<file path="src/rtl/instruction_fetch_pkg.sv">
// Shared definitions for the instruction fetch stage.
// Latency: n/a (types, constants and helpers only).
// Backpressure: n/a.
// Contents: FSM state encoding, opcode field bounds, default reset PC, PC alignment helper.
package instruction_fetch_pkg;

  typedef enum logic [2:0] {
    S_IDLE  = 3'd0,
    S_REQ   = 3'd1,
    S_WAIT  = 3'd2,
    S_FLUSH = 3'd3,
    S_HOLD  = 3'd4
  } if_state_e;

  localparam int          OPC_MSB          = 31;
  localparam int          OPC_LSB          = 26;
  localparam logic [31:0] RESET_PC_DEFAULT = 32'h0000_0000;
  localparam logic [31:0] PC_ALIGN_MASK    = 32'hFFFF_FFFC;

  // Instruction addresses are word aligned; low two bits of any target are dropped.
  function automatic logic [31:0] align_pc(input logic [31:0] addr);
    return addr & PC_ALIGN_MASK;
  endfunction

endpackage

</file>
<file path="src/rtl/instruction_fetch.sv">
// Fetch stage: owns the PC, issues one outstanding imem read, holds the word for decode.
// Latency: imem_req 1 cycle after reset release; if_valid 1 cycle after imem_rvalid.
// Backpressure: if_ready low holds if_valid/if_instr/if_pc stable and no new request issues.
// Ports: clk/reset_n; imem_req/imem_addr/imem_gnt/imem_rvalid/imem_rdata (memory side);
//        if_valid/if_ready/if_instr/if_opcode/if_pc/if_pc_plus4 (decode side);
//        redirect/redirect_pc (branch/jump target from downstream).
module instruction_fetch
  import instruction_fetch_pkg::*;
#(
  parameter logic [31:0] RESET_PC = RESET_PC_DEFAULT
) (
  input  logic        clk,
  input  logic        reset_n,
  output logic        imem_req,
  output logic [31:0] imem_addr,
  input  logic        imem_gnt,
  input  logic        imem_rvalid,
  input  logic [31:0] imem_rdata,
  output logic        if_valid,
  input  logic        if_ready,
  output logic [31:0] if_instr,
  output logic [5:0]  if_opcode,
  output logic [31:0] if_pc,
  output logic [31:0] if_pc_plus4,
  input  logic        redirect,
  input  logic [31:0] redirect_pc
);

  if_state_e   state_q;
  logic [31:0] pc_q;
  logic [31:0] instr_q;
  logic [31:0] if_pc_q;
  logic        req_q;
  logic        valid_q;

  logic [31:0] redir_pc_d;
  logic [31:0] pc_inc_d;

  assign redir_pc_d = align_pc(redirect_pc);
  assign pc_inc_d   = pc_q + 32'd4;

  // req_q/valid_q are set alongside the state they belong to, so both outputs
  // come straight from flops and if_ready never reaches if_valid combinationally.
  always_ff @(posedge clk or negedge reset_n) begin
    if (!reset_n) begin
      state_q <= S_IDLE;
      pc_q    <= RESET_PC;
      instr_q <= '0;
      if_pc_q <= RESET_PC;
      req_q   <= 1'b0;
      valid_q <= 1'b0;
    end else begin
      case (state_q)
        S_IDLE: begin
          state_q <= S_REQ;
          req_q   <= 1'b1;
        end
        S_REQ: begin
          if (redirect) begin
            pc_q <= redir_pc_d;
            // A request granted in the same cycle is already in flight and
            // must be drained without being used.
            if (imem_gnt) begin
              state_q <= S_FLUSH;
              req_q   <= 1'b0;
            end
          end else if (imem_gnt) begin
            state_q <= S_WAIT;
            req_q   <= 1'b0;
          end
        end
        S_WAIT: begin
          if (redirect) begin
            pc_q <= redir_pc_d;
            if (imem_rvalid) begin
              state_q <= S_REQ;
              req_q   <= 1'b1;
            end else begin
              state_q <= S_FLUSH;
            end
          end else if (imem_rvalid) begin
            instr_q <= imem_rdata;
            if_pc_q <= pc_q;
            state_q <= S_HOLD;
            valid_q <= 1'b1;
          end
        end
        S_FLUSH: begin
          if (redirect) pc_q <= redir_pc_d;
          if (imem_rvalid) begin
            state_q <= S_REQ;
            req_q   <= 1'b1;
          end
        end
        S_HOLD: begin
          // Redirect wins over the handshake: the held word is on the wrong path.
          if (redirect) begin
            pc_q    <= redir_pc_d;
            state_q <= S_REQ;
            valid_q <= 1'b0;
            req_q   <= 1'b1;
          end else if (if_ready) begin
            pc_q    <= pc_inc_d;
            state_q <= S_REQ;
            valid_q <= 1'b0;
            req_q   <= 1'b1;
          end
        end
        default: begin
          state_q <= S_IDLE;
          req_q   <= 1'b0;
          valid_q <= 1'b0;
        end
      endcase
    end
  end

  assign imem_req    = req_q;
  assign imem_addr   = pc_q;
  assign if_valid    = valid_q;
  assign if_instr    = instr_q;
  assign if_opcode   = instr_q[OPC_MSB:OPC_LSB];
  assign if_pc       = if_pc_q;
  assign if_pc_plus4 = if_pc_q + 32'd4;

endmodule
</file>
<file path="config.mk">
export PLATFORM = sky130hd
export DESIGN_NAME = instruction_fetch
export DESIGN_NICKNAME = d
export VERILOG_FILES = /design/src/rtl/instruction_fetch_pkg.sv /design/src/rtl/instruction_fetch.sv
export SDC_FILE = /design/constraint.sdc
export NUM_CORES = 1
export LEC_CHECK = 0
export ABC_AREA = 1
export BUFFER_PORTS_ARGS = -buffer_cell sky130_fd_sc_hd__buf_2
export CAP_MARGIN = 20
export CORE_MARGIN = 2
export CORE_UTILIZATION = 44
export CTS_CLUSTER_DIAMETER = 50
export DETAILED_ROUTE_END_ITERATION = 7
export GPL_TIMING_DRIVEN = 0
export PLACE_DENSITY_LB_ADDON = 0.08
export SYNTH_ARGS = -nofsm -noshare
export SYNTH_HDL_FRONTEND = slang
export SYNTH_SLANG_ARGS = --single-unit
</file>
<file path="constraint.sdc">
create_clock -name clk -period 1.9 [get_ports clk]
set_input_delay 0 -clock clk [delete_from_list [all_inputs] [get_ports clk]]
set_output_delay 0 -clock clk [all_outputs]
set_load 0.01 [all_outputs]
</file>
=== Yosys cells after proc, flatten, opt, wreduce, memory -nomap -nowiden ===
Cells that the tools add are included.

* Add/subtract/negate cells: 2
* Equal/unequal tests: 12
* Multiplexer cells: 25
* Bitwise operators: 2
* Reductions and logical operators: 9

{| class="wikitable"
|+ Operator list
! operator !! count
|-
| two-way mux 32 bit || 3
|-
| adder 32 x 3 -> 32 bit, second input constant || 2
|-
| one-hot mux 32 bit (2 select lines) || 1
|-
| two-way mux 3 bit || 8
|-
| one-hot mux 3 bit (5 select lines) || 1
|-
| inequality test 2 bit, second input constant || 5
|-
| two-way mux 1 bit || 9
|-
| AND reduction 3 bit || 3
|-
| AND reduction 4 bit || 2
|-
| == test 3 x 2 -> 1 bit, second input constant || 2
|-
| inequality test 3 bit, second input constant || 2
|-
| OR reduction 3 bit || 2
|-
| one-hot mux 1 bit (5 select lines) || 1
|-
| == test 3 x 1 -> 1 bit, second input constant || 1
|-
| == test 3 bit, second input constant || 1
|-
| zero test 3 bit || 1
|-
| one-hot mux 1 bit (3 select lines) || 1
|-
| two-way mux 2 bit || 1
|-
| inequality test 2 x 1 -> 1 bit, second input constant || 1
|-
| NOT 1 bit || 2
|-
| nonzero test 2 bit || 1
|}

* Register bits after elaboration: 101
* Bits of input ports: 70
* Output and inout port bits: 136
* Logic and storage cells: 56

=== Logic depth before layout (Yosys ltp) ===
Gate-level depths: netlist of run 1.

* Word-level depth: 4
* Mapped depth: 10
* Depth with buffers taken out: 10

=== Worst setup path after synthesis of run 1 ===
No wires, ideal clock.

* Path kind: register to register
* Start: reg pc_q[3] (netlist: imem_addr[3])
* End: reg pc_q[20] (netlist: imem_addr[20])
* Library setup time: 0.116 ns
* Arrival time: 1.436 ns
* Required time: 1.784 ns
* Setup slack: 0.348 ns
* Stages on the path, launching flop included: 11
* Buffers on the path: 0
* Period minus slack after synthesis: 1.552 ns
* Cells stage by stage: dfrtp_1 -> ha_1 -> inv_1 -> nor2_1 -> nand3_1 -> nor2_1 -> nand2_1 -> nand2_1 -> nand2_1 -> nand2_1 -> nand2_1

* Word-level cells in the longest chain between the ends: 4

{| class="wikitable"
|+ RTL lines
! item !! line !! text
|-
| from (decl) || instruction_fetch.sv:30 || <nowiki>logic [31:0] pc_q;</nowiki>
|-
| from (signal assigned) || instruction_fetch.sv:60 || <nowiki>pc_q <= redir_pc_d;</nowiki>
|-
| from (signal assigned) || instruction_fetch.sv:74 || <nowiki>pc_q <= redir_pc_d;</nowiki>
|-
| from (signal assigned) || instruction_fetch.sv:89 || <nowiki>if (redirect) pc_q <= redir_pc_d;</nowiki>
|-
| adder 32 x 3 -> 32 bit || instruction_fetch.sv:40 || <nowiki>assign pc_inc_d = pc_q + 32'd4;</nowiki>
|-
| two-way mux 32 bit || instruction_fetch.sv:102 || <nowiki>end else if (if_ready) begin</nowiki>
|-
| two-way mux 32 bit || instruction_fetch.sv:97 || <nowiki>if (redirect) begin</nowiki>
|-
| one-hot mux 32 bit (2 select lines) || instruction_fetch.sv:53 || <nowiki>case (state_q)</nowiki>
|}

Every way passes these cells. The select of a mux whose other input is x is not followed.
A chain may end at the register's enable or synchronous reset.

=== Worst setup path after layout of run 1 ===
* Start: reg if_pc_q[3] (netlist: if_pc[3])
* End: out if_pc_plus4[10]

* Word-level cells in the longest chain between the ends: 1

{| class="wikitable"
|+ RTL lines
! item !! line !! text
|-
| from (decl) || instruction_fetch.sv:32 || <nowiki>logic [31:0] if_pc_q;</nowiki>
|-
| from (signal assigned) || instruction_fetch.sv:83 || <nowiki>if_pc_q <= pc_q;</nowiki>
|-
| adder 32 x 3 -> 32 bit || instruction_fetch.sv:124 || <nowiki>assign if_pc_plus4 = if_pc_q + 32'd4;</nowiki>
|-
| to (decl) || instruction_fetch.sv:24 || <nowiki>output logic [31:0] if_pc_plus4,</nowiki>
|}

Every way passes these cells.

==> impl_metrics.toml, run 1 <==
[place]
numPortBuffers = 197
dp_hpwl_um = 13300
gp_congestion = 0.877

[pwr]
p_clk_share_pct = 15.8
p_sw_share_pct = 44.5
vdd_drop_max_mv = 0.746
p_per_area_mw_per_mm2 = 1400
power_uw = 11200
comb_power_share_pct = 45.8
p_seq_share_pct = 38.4
switching_power_uw = 5010
intPower_uw = 6240
leakage_uw = 0.00396

[final_layout]
drive_gt1_share_pct = 30.4
areaGrowthSynthToFinish_pct = 42.4
insertedDiodeCount = 0
final_common_cell = "nand2_1"
num-nets-final = 1095
fillers = 1163
mostFrequentLayoutCells = "232 x nand2_1, 207 x buf_2, 77 x dfrtp_1, 68 x nor2_1, 63 x dlygate4sd3_1"

[timing]
finalCriticalPeriod_ns = 1.89
maxSlewHeadroom_pct = 61.3
holdWs_ns = 0.00767
tightest_slew_ns = 0.580
hold_viol_final = 0
slew_viol_final = 0
rsz0062_at_grt = "yes"
period_share_pct = 99.3
skew_ns = 0.00785
setup_viol = 0
fmax_mhz = 530

[logic_synthesis]
synth_top_area_share_pct = 42.9
yosys.area.top_type = "dfrtp_1"
synth_cell_types = 30
ys_warn_count = 0
ys_ff_latch = 97
synthTopCellsByArea = "dfrtp_1 43%, nand2_1 15%, mux2_1 7.0%"
syn_avg_cell_area_um2 = 7.69
netlist_area_mm2 = 0.00565
yosysSeqAreaShare_pct = 42.9
netlist_instances = 735

[grt]
grt_max_degree = 69
antenna_found_initial = 0
grt_pass1_wl_um = 28900
grt.total_usage_pct = 26.2
grt_overflow = 0
first_global_vias = 5640

[floorplan]
start_util_pct = 45.0
die-area_mm2 = 0.0138
std_cell_rows = 41
coreArea_mm2 = 0.0126
die_w_um = 117
die_y_um = 117
ios = 206

[routing]
drc = 0
post_drt_wl_per_cell_um = 14.8
via_per_inst = 4.88
drtAntennaViolNets = 0
first_iter_violations = 469
num_vias = 5855
wirelength_um = 17700
firstDrtPassIters = 5

[critical_path]
cp.required_ns = 1.90
critPathSlowestCell = "dfrtp_1"
path_buf_inv = 3
critPathLaunchType = "flop"
endpoint_kind = "primary output"
cpPeakStageDelay_ns = 0.41
critPathTopFamily = "simple AND/OR/NAND/NOR gates"
crit_path_frequent_cell = "nor2_4"
cp_data_arrival_time_ns = 1.89
worst-path-max-fanout = 5
critPathKind = "flop to primary output"
path_cells = "ha_2 > inv_4 > nor2_4 > nand3_4 > nor2_4 > buf_4 > xor2_1 > buf_2"

[clock_network]
clkSlewWorstSetupHoldPaths_ns = 0.07
cts_tree = "done"
clock_tree.buffer_depth = 2
clk_latency_ns = 0.35
clock-sinks = 97
root_buffer = "clkbuf_16"
cts-buffers-inserted = 9
cts_max_level = 3

[outcome]
outcome = "completed"

[min_path]
hold_class = "primary input to flop"

[flow_run]
cap_violations = 0
==> timing repair <==
item                                    CTS  global route
hold endpoints to repair                 91             0
resized for setup                        14            38
hold buffers                             63             0
pin swaps                                 0            10
endpoints found under the setup margin   14            30
setup buffers                             1            10
==> state kept, by name (all words and copies together) (netlist names) <==
name,flops
if_valid,1
imem_addr,30
state_q,3
if_instr,32
if_pc,30
imem_req,1
==> per-stage QoR <==
step	cell area, µm²	setup slack [ns]	util [%]	setup TNS, ns	std cells
after floorplan	5670	0.348	-	0	740
after global placement	6870	-0.223	54.7	-20.65	1109
after detailed placement	6900	0.0209	54.9	0	1110
after CTS	7880	-0.00377	62.7	-0.00683	1190
after global routing	8050	-0.0895	64.1	-0.215	1200
final	8050	0.0129	64.1	0	1200
==> synthesized netlist by cell type, drive strengths merged <==
cell type  count
a21oi         11
a31oi          1
buf           27
clkbuf         6
conb           1
dfrtp         97
ha             2
inv           57
mux2          35
nand2        236
nand3         47
nand4          9
nor2          83
nor3          15
nor3b          1
o21a          16
o21ai         53
or2            6
xnor2         10
xor2          22
==> worst min-delay path, cell delays in order <==
cell and delay [ns]:
buf_2 0.07, inv_1 0.03, nand2_1 0.07, nand4_1 0.09
nand2_1 0.07
==> power groups by stage <==
| stage | registers, µW | clock network [µW] | logic [µW] |
|---|---|---|---|
| 6_report | 4320 | 1770 | 5150 |
| 5_1_grt | 4490 | 1890 | 5710 |
| 4_1_cts | 4240 | 1800 | 5000 |
| 3_5_place_dp | 4270 | 0 | 4850 |
| 3_3_place_gp | 4250 | 0 | 4790 |
| 2_1_floorplan | 4430 | 0 | 2410 |
==> path summary, 6_finish.rpt <==
kind                        startpoint         endpoint  slack [ns]  depth (start not counted)
min in group asynchronous      reset_n       state_q[0]        0.13                          2
max reg2reg                 state_q[1]    imem_addr[18]        0.17                          8
min reg2reg                if_instr[7]      if_instr[7]        0.49                          1
max                           if_pc[3]  if_pc_plus4[10]        0.01                          8
max in group asynchronous      reset_n        if_pc[23]        1.08                          3
min                           imem_gnt         imem_req       0.008                          5
==> per-layer routing <==
| metal | vias to the layer above | part of all wire (%) | global-route usage, % |
|---|---|---|---|
| met1 | 2670 | 45 | 35.7 |
| met3 | 34 | 5.7 | 4.28 |
| met4 | 0 | 2.7 | 9.26 |
| li1 | 2938 | - | - |
| met5 | - | 0 | 0 |
| met2 | 213 | 46 | 42.2 |
==> cell type report <==
| cell class | instances | area [µm²] | share of cell area [%] |
|---|---|---|---|
| Multi-Input combinational cell | 553 | 2940 | 36.5 |
| Inverter | 57 | 219 | 2.72 |
| Tap cell | 172 | 215 | 2.67 |
| Buffer | 33 | 205 | 2.55 |
| Clock inverter | 7 | 63.8 | 0.793 |
| Timing Repair Buffer | 272 | 1730 | 21.5 |
| Clock buffer | 9 | 225 | 2.80 |
| Sequential cell | 97 | 2450 | 30.5 |
==> logic make-up after synthesis <==
| family | Yosys count | synth area share, % |
|---|---|---|
| other | 1 | 0.0663 |
| multiplexers | 35 | 6.97 |
| AO/OA/AOI/OAI | 81 | 7.90 |
| XOR/XNOR | 32 | 4.96 |
| buffers and inverters | 90 | 7.41 |
| AND/OR/NAND/NOR | 397 | 29.3 |
| adder cells (fa/ha/maj) | 2 | 0.443 |
| flip-flops | 97 | 42.9 |
Power figures use the tool's default switching activity.
==> run 2, diff against run 1 <==
Settings changed: ABC_CLOCK_PERIOD_IN_PS set to 1900, MAX_ROUTING_LAYER set to met4, SETUP_SLACK_MARGIN set to 0.02.
==> run 2 against run 1 <==
Compared with the run above: routed wire length up 0.46%; register-to-register slack barely moved; setup slack gained 0.011 ns; worst hold slack better by 0.0045 ns; cell count is the same; design area is 0.14% higher; via count is 0.31% lower; sequential cell count unchanged; critical path type unchanged.
==> impl_metrics.toml, run 2 (same netlist as run 1, synthesis figures left out) <==
[place]
post-place-ws_ns = 0.0209
gp_congestion = 0.892
dp_hpwl_um = 13300
numPortBuffers = 197

[timing]
fmax_mhz = 533
finalCriticalPeriod_ns = 1.88
skew_ns = 0.00571
maxSlewHeadroom_pct = 61.7
slew_viol_final = 0
hold_viol_final = 0
fin_ws_ns = 0.0242
holdWs_ns = 0.0122
setup_viol = 0
tightest_slew_ns = 0.574
period_share_pct = 98.7
rsz0062_at_grt = "yes"

[clock_network]
clock_tree.buffer_depth = 2
cts_tree = "done"
cts_max_level = 3
clk_latency_ns = 0.35
clkSlewWorstSetupHoldPaths_ns = 0.07
cts-buffers-inserted = 9
clock-sinks = 97
root_buffer = "clkbuf_16"

[pwr]
leakage_uw = 0.00396
power_uw = 11300
p_per_area_mw_per_mm2 = 1400
vdd_drop_max_mv = 0.761

[routing]
via_per_inst = 4.86
post_drt_wl_per_cell_um = 14.8
first_iter_violations = 426
firstDrtPassIters = 5
drc = 0
wirelength_um = 17800
drtAntennaViolNets = 0
num_vias = 5837

[final_layout]
num-nets-final = 1095
insertedDiodeCount = 0
fillers = 1165
mostFrequentLayoutCells = "232 x nand2_1, 207 x buf_2, 77 x dfrtp_1, 67 x nor2_1, 63 x dlygate4sd3_1"
final_common_cell = "nand2_1"
utilization_pct = 64.2
largest_reg_flops = 32
areaGrowthSynthToFinish_pct = 42.6
drive_gt1_share_pct = 30.5

[critical_path]
crit_path_frequent_cell = "nor2_4"
critPathSlowestCell = "dfrtp_1"
cp.required_ns = 1.90
path_cells = "ha_2 > inv_4 > nor2_4 > nand3_4 > nor2_4 > buf_6 > xor2_1 > buf_2"
rrSetupSlack_ns = 0.16
reg2reg_to = "imem_addr[14]"
critPathKind = "flop to primary output"
worst-path-max-fanout = 5
cpPeakStageDelay_ns = 0.39
r2r_cells = 8
endpoint_kind = "primary output"
cp_data_arrival_time_ns = 1.88
critPathLaunchType = "flop"
r2r_start = "state_q[1]"

[grt]
grt_max_degree = 69
antenna_found_initial = 0
grt.busiest_layer = "met2"
grt_overflow = 0
grt_use_met1_pct = 35.8
use_met3_pct = 4.18
grt.total_usage_pct = 26.9
grt_pass1_wl_um = 28900
first_global_vias = 5641
met2_usage_pct = 42.2

[min_path]
holdPathStages = 5
min_to = "imem_req"
min_from = "imem_gnt"
hold_class = "primary input to flop"

[floorplan]
die_w_um = 117
std_cell_rows = 41
die_y_um = 117
ios = 206
coreArea_mm2 = 0.0126
die-area_mm2 = 0.0138
start_util_pct = 45.0

[outcome]
outcome = "completed"

[flow_run]
cap_violations = 0
## run 2: stage by stage
step | area (µm²) | setup TNS (ns) | std cells
2_1_floorplan | 5670 | 0 | 740
3_3_place_gp | 6870 | -20.65 | 1109
3_5_place_dp | 6900 | 0 | 1110
4_1_cts | 7890 | 0 | 1190
5_1_grt | 8060 | -0.277 | 1200
6_report | 8060 | 0 | 1200
## run 2: critical path, delay by kind of cell, from the launching register on
family                     cells  cell delay [ns]
DFF                            1             0.39
xor gates and xnor gates       1             0.16
adders and majority gates      1             0.23
buffers and inverters          3             0.30
and+or+nand+nor                3             0.44
## run 2: worst max path at each step
stage	startpoint	endpoint	slack, ns
final	if_pc[3]	if_pc_plus4[10]	0.02
after global routing	if_pc[3]	if_pc_plus4[10]	-0.08
after CTS	if_pc[6]	if_pc_plus4[19]	0.02
after detailed placement	imem_addr[3]	imem_addr[20]	0.02
after global placement	reset_n	if_pc[25]	-0.22
after floorplan	imem_addr[3]	imem_addr[20]	0.35
## run 2: routing by layer
layer / vias to the layer above / part of all wire [%] / routed length, µm
met5: - / 0 / 0
met4: 0 / 2.6 / 455
met3: 34 / 6.1 / 1080
met2: 215 / 47 / 8330
met1: 2662 / 45 / 7920
li1: 2926 / - / -
## run 2: layout make-up
| type | count | area (µm²) | area share [%] |
|---|---|---|---|
| Multi-Input combinational cell | 553 | 2950 | 36.6 |
| Sequential cell | 97 | 2450 | 30.4 |
| Timing Repair Buffer | 272 | 1730 | 21.5 |
| Clock buffer | 9 | 225 | 2.79 |
| Inverter | 57 | 219 | 2.72 |
| Tap cell | 172 | 215 | 2.67 |
| Buffer | 33 | 205 | 2.55 |
| Clock inverter | 7 | 63.8 | 0.791 |
## run 2: timing repair
| action | 4_1_cts | 5_1_grt |
|---|---|---|
| buffers inserted | 1 | 10 |
| setup endpoints to repair | 17 | 37 |
| hold buffers | 63 | 0 |
| endpoints found under the hold margin | 91 | 0 |
| gates resized for setup | 17 | 38 |
| pin swaps | 1 | 9 |
## run 2: report_power, final
group / total [µW] / switching (µW) / internal [µW]
Combinational: 5170 / 2920 / 2260
Sequential: 4320 / 1240 / 3070
Clock: 1780 / 862 / 918
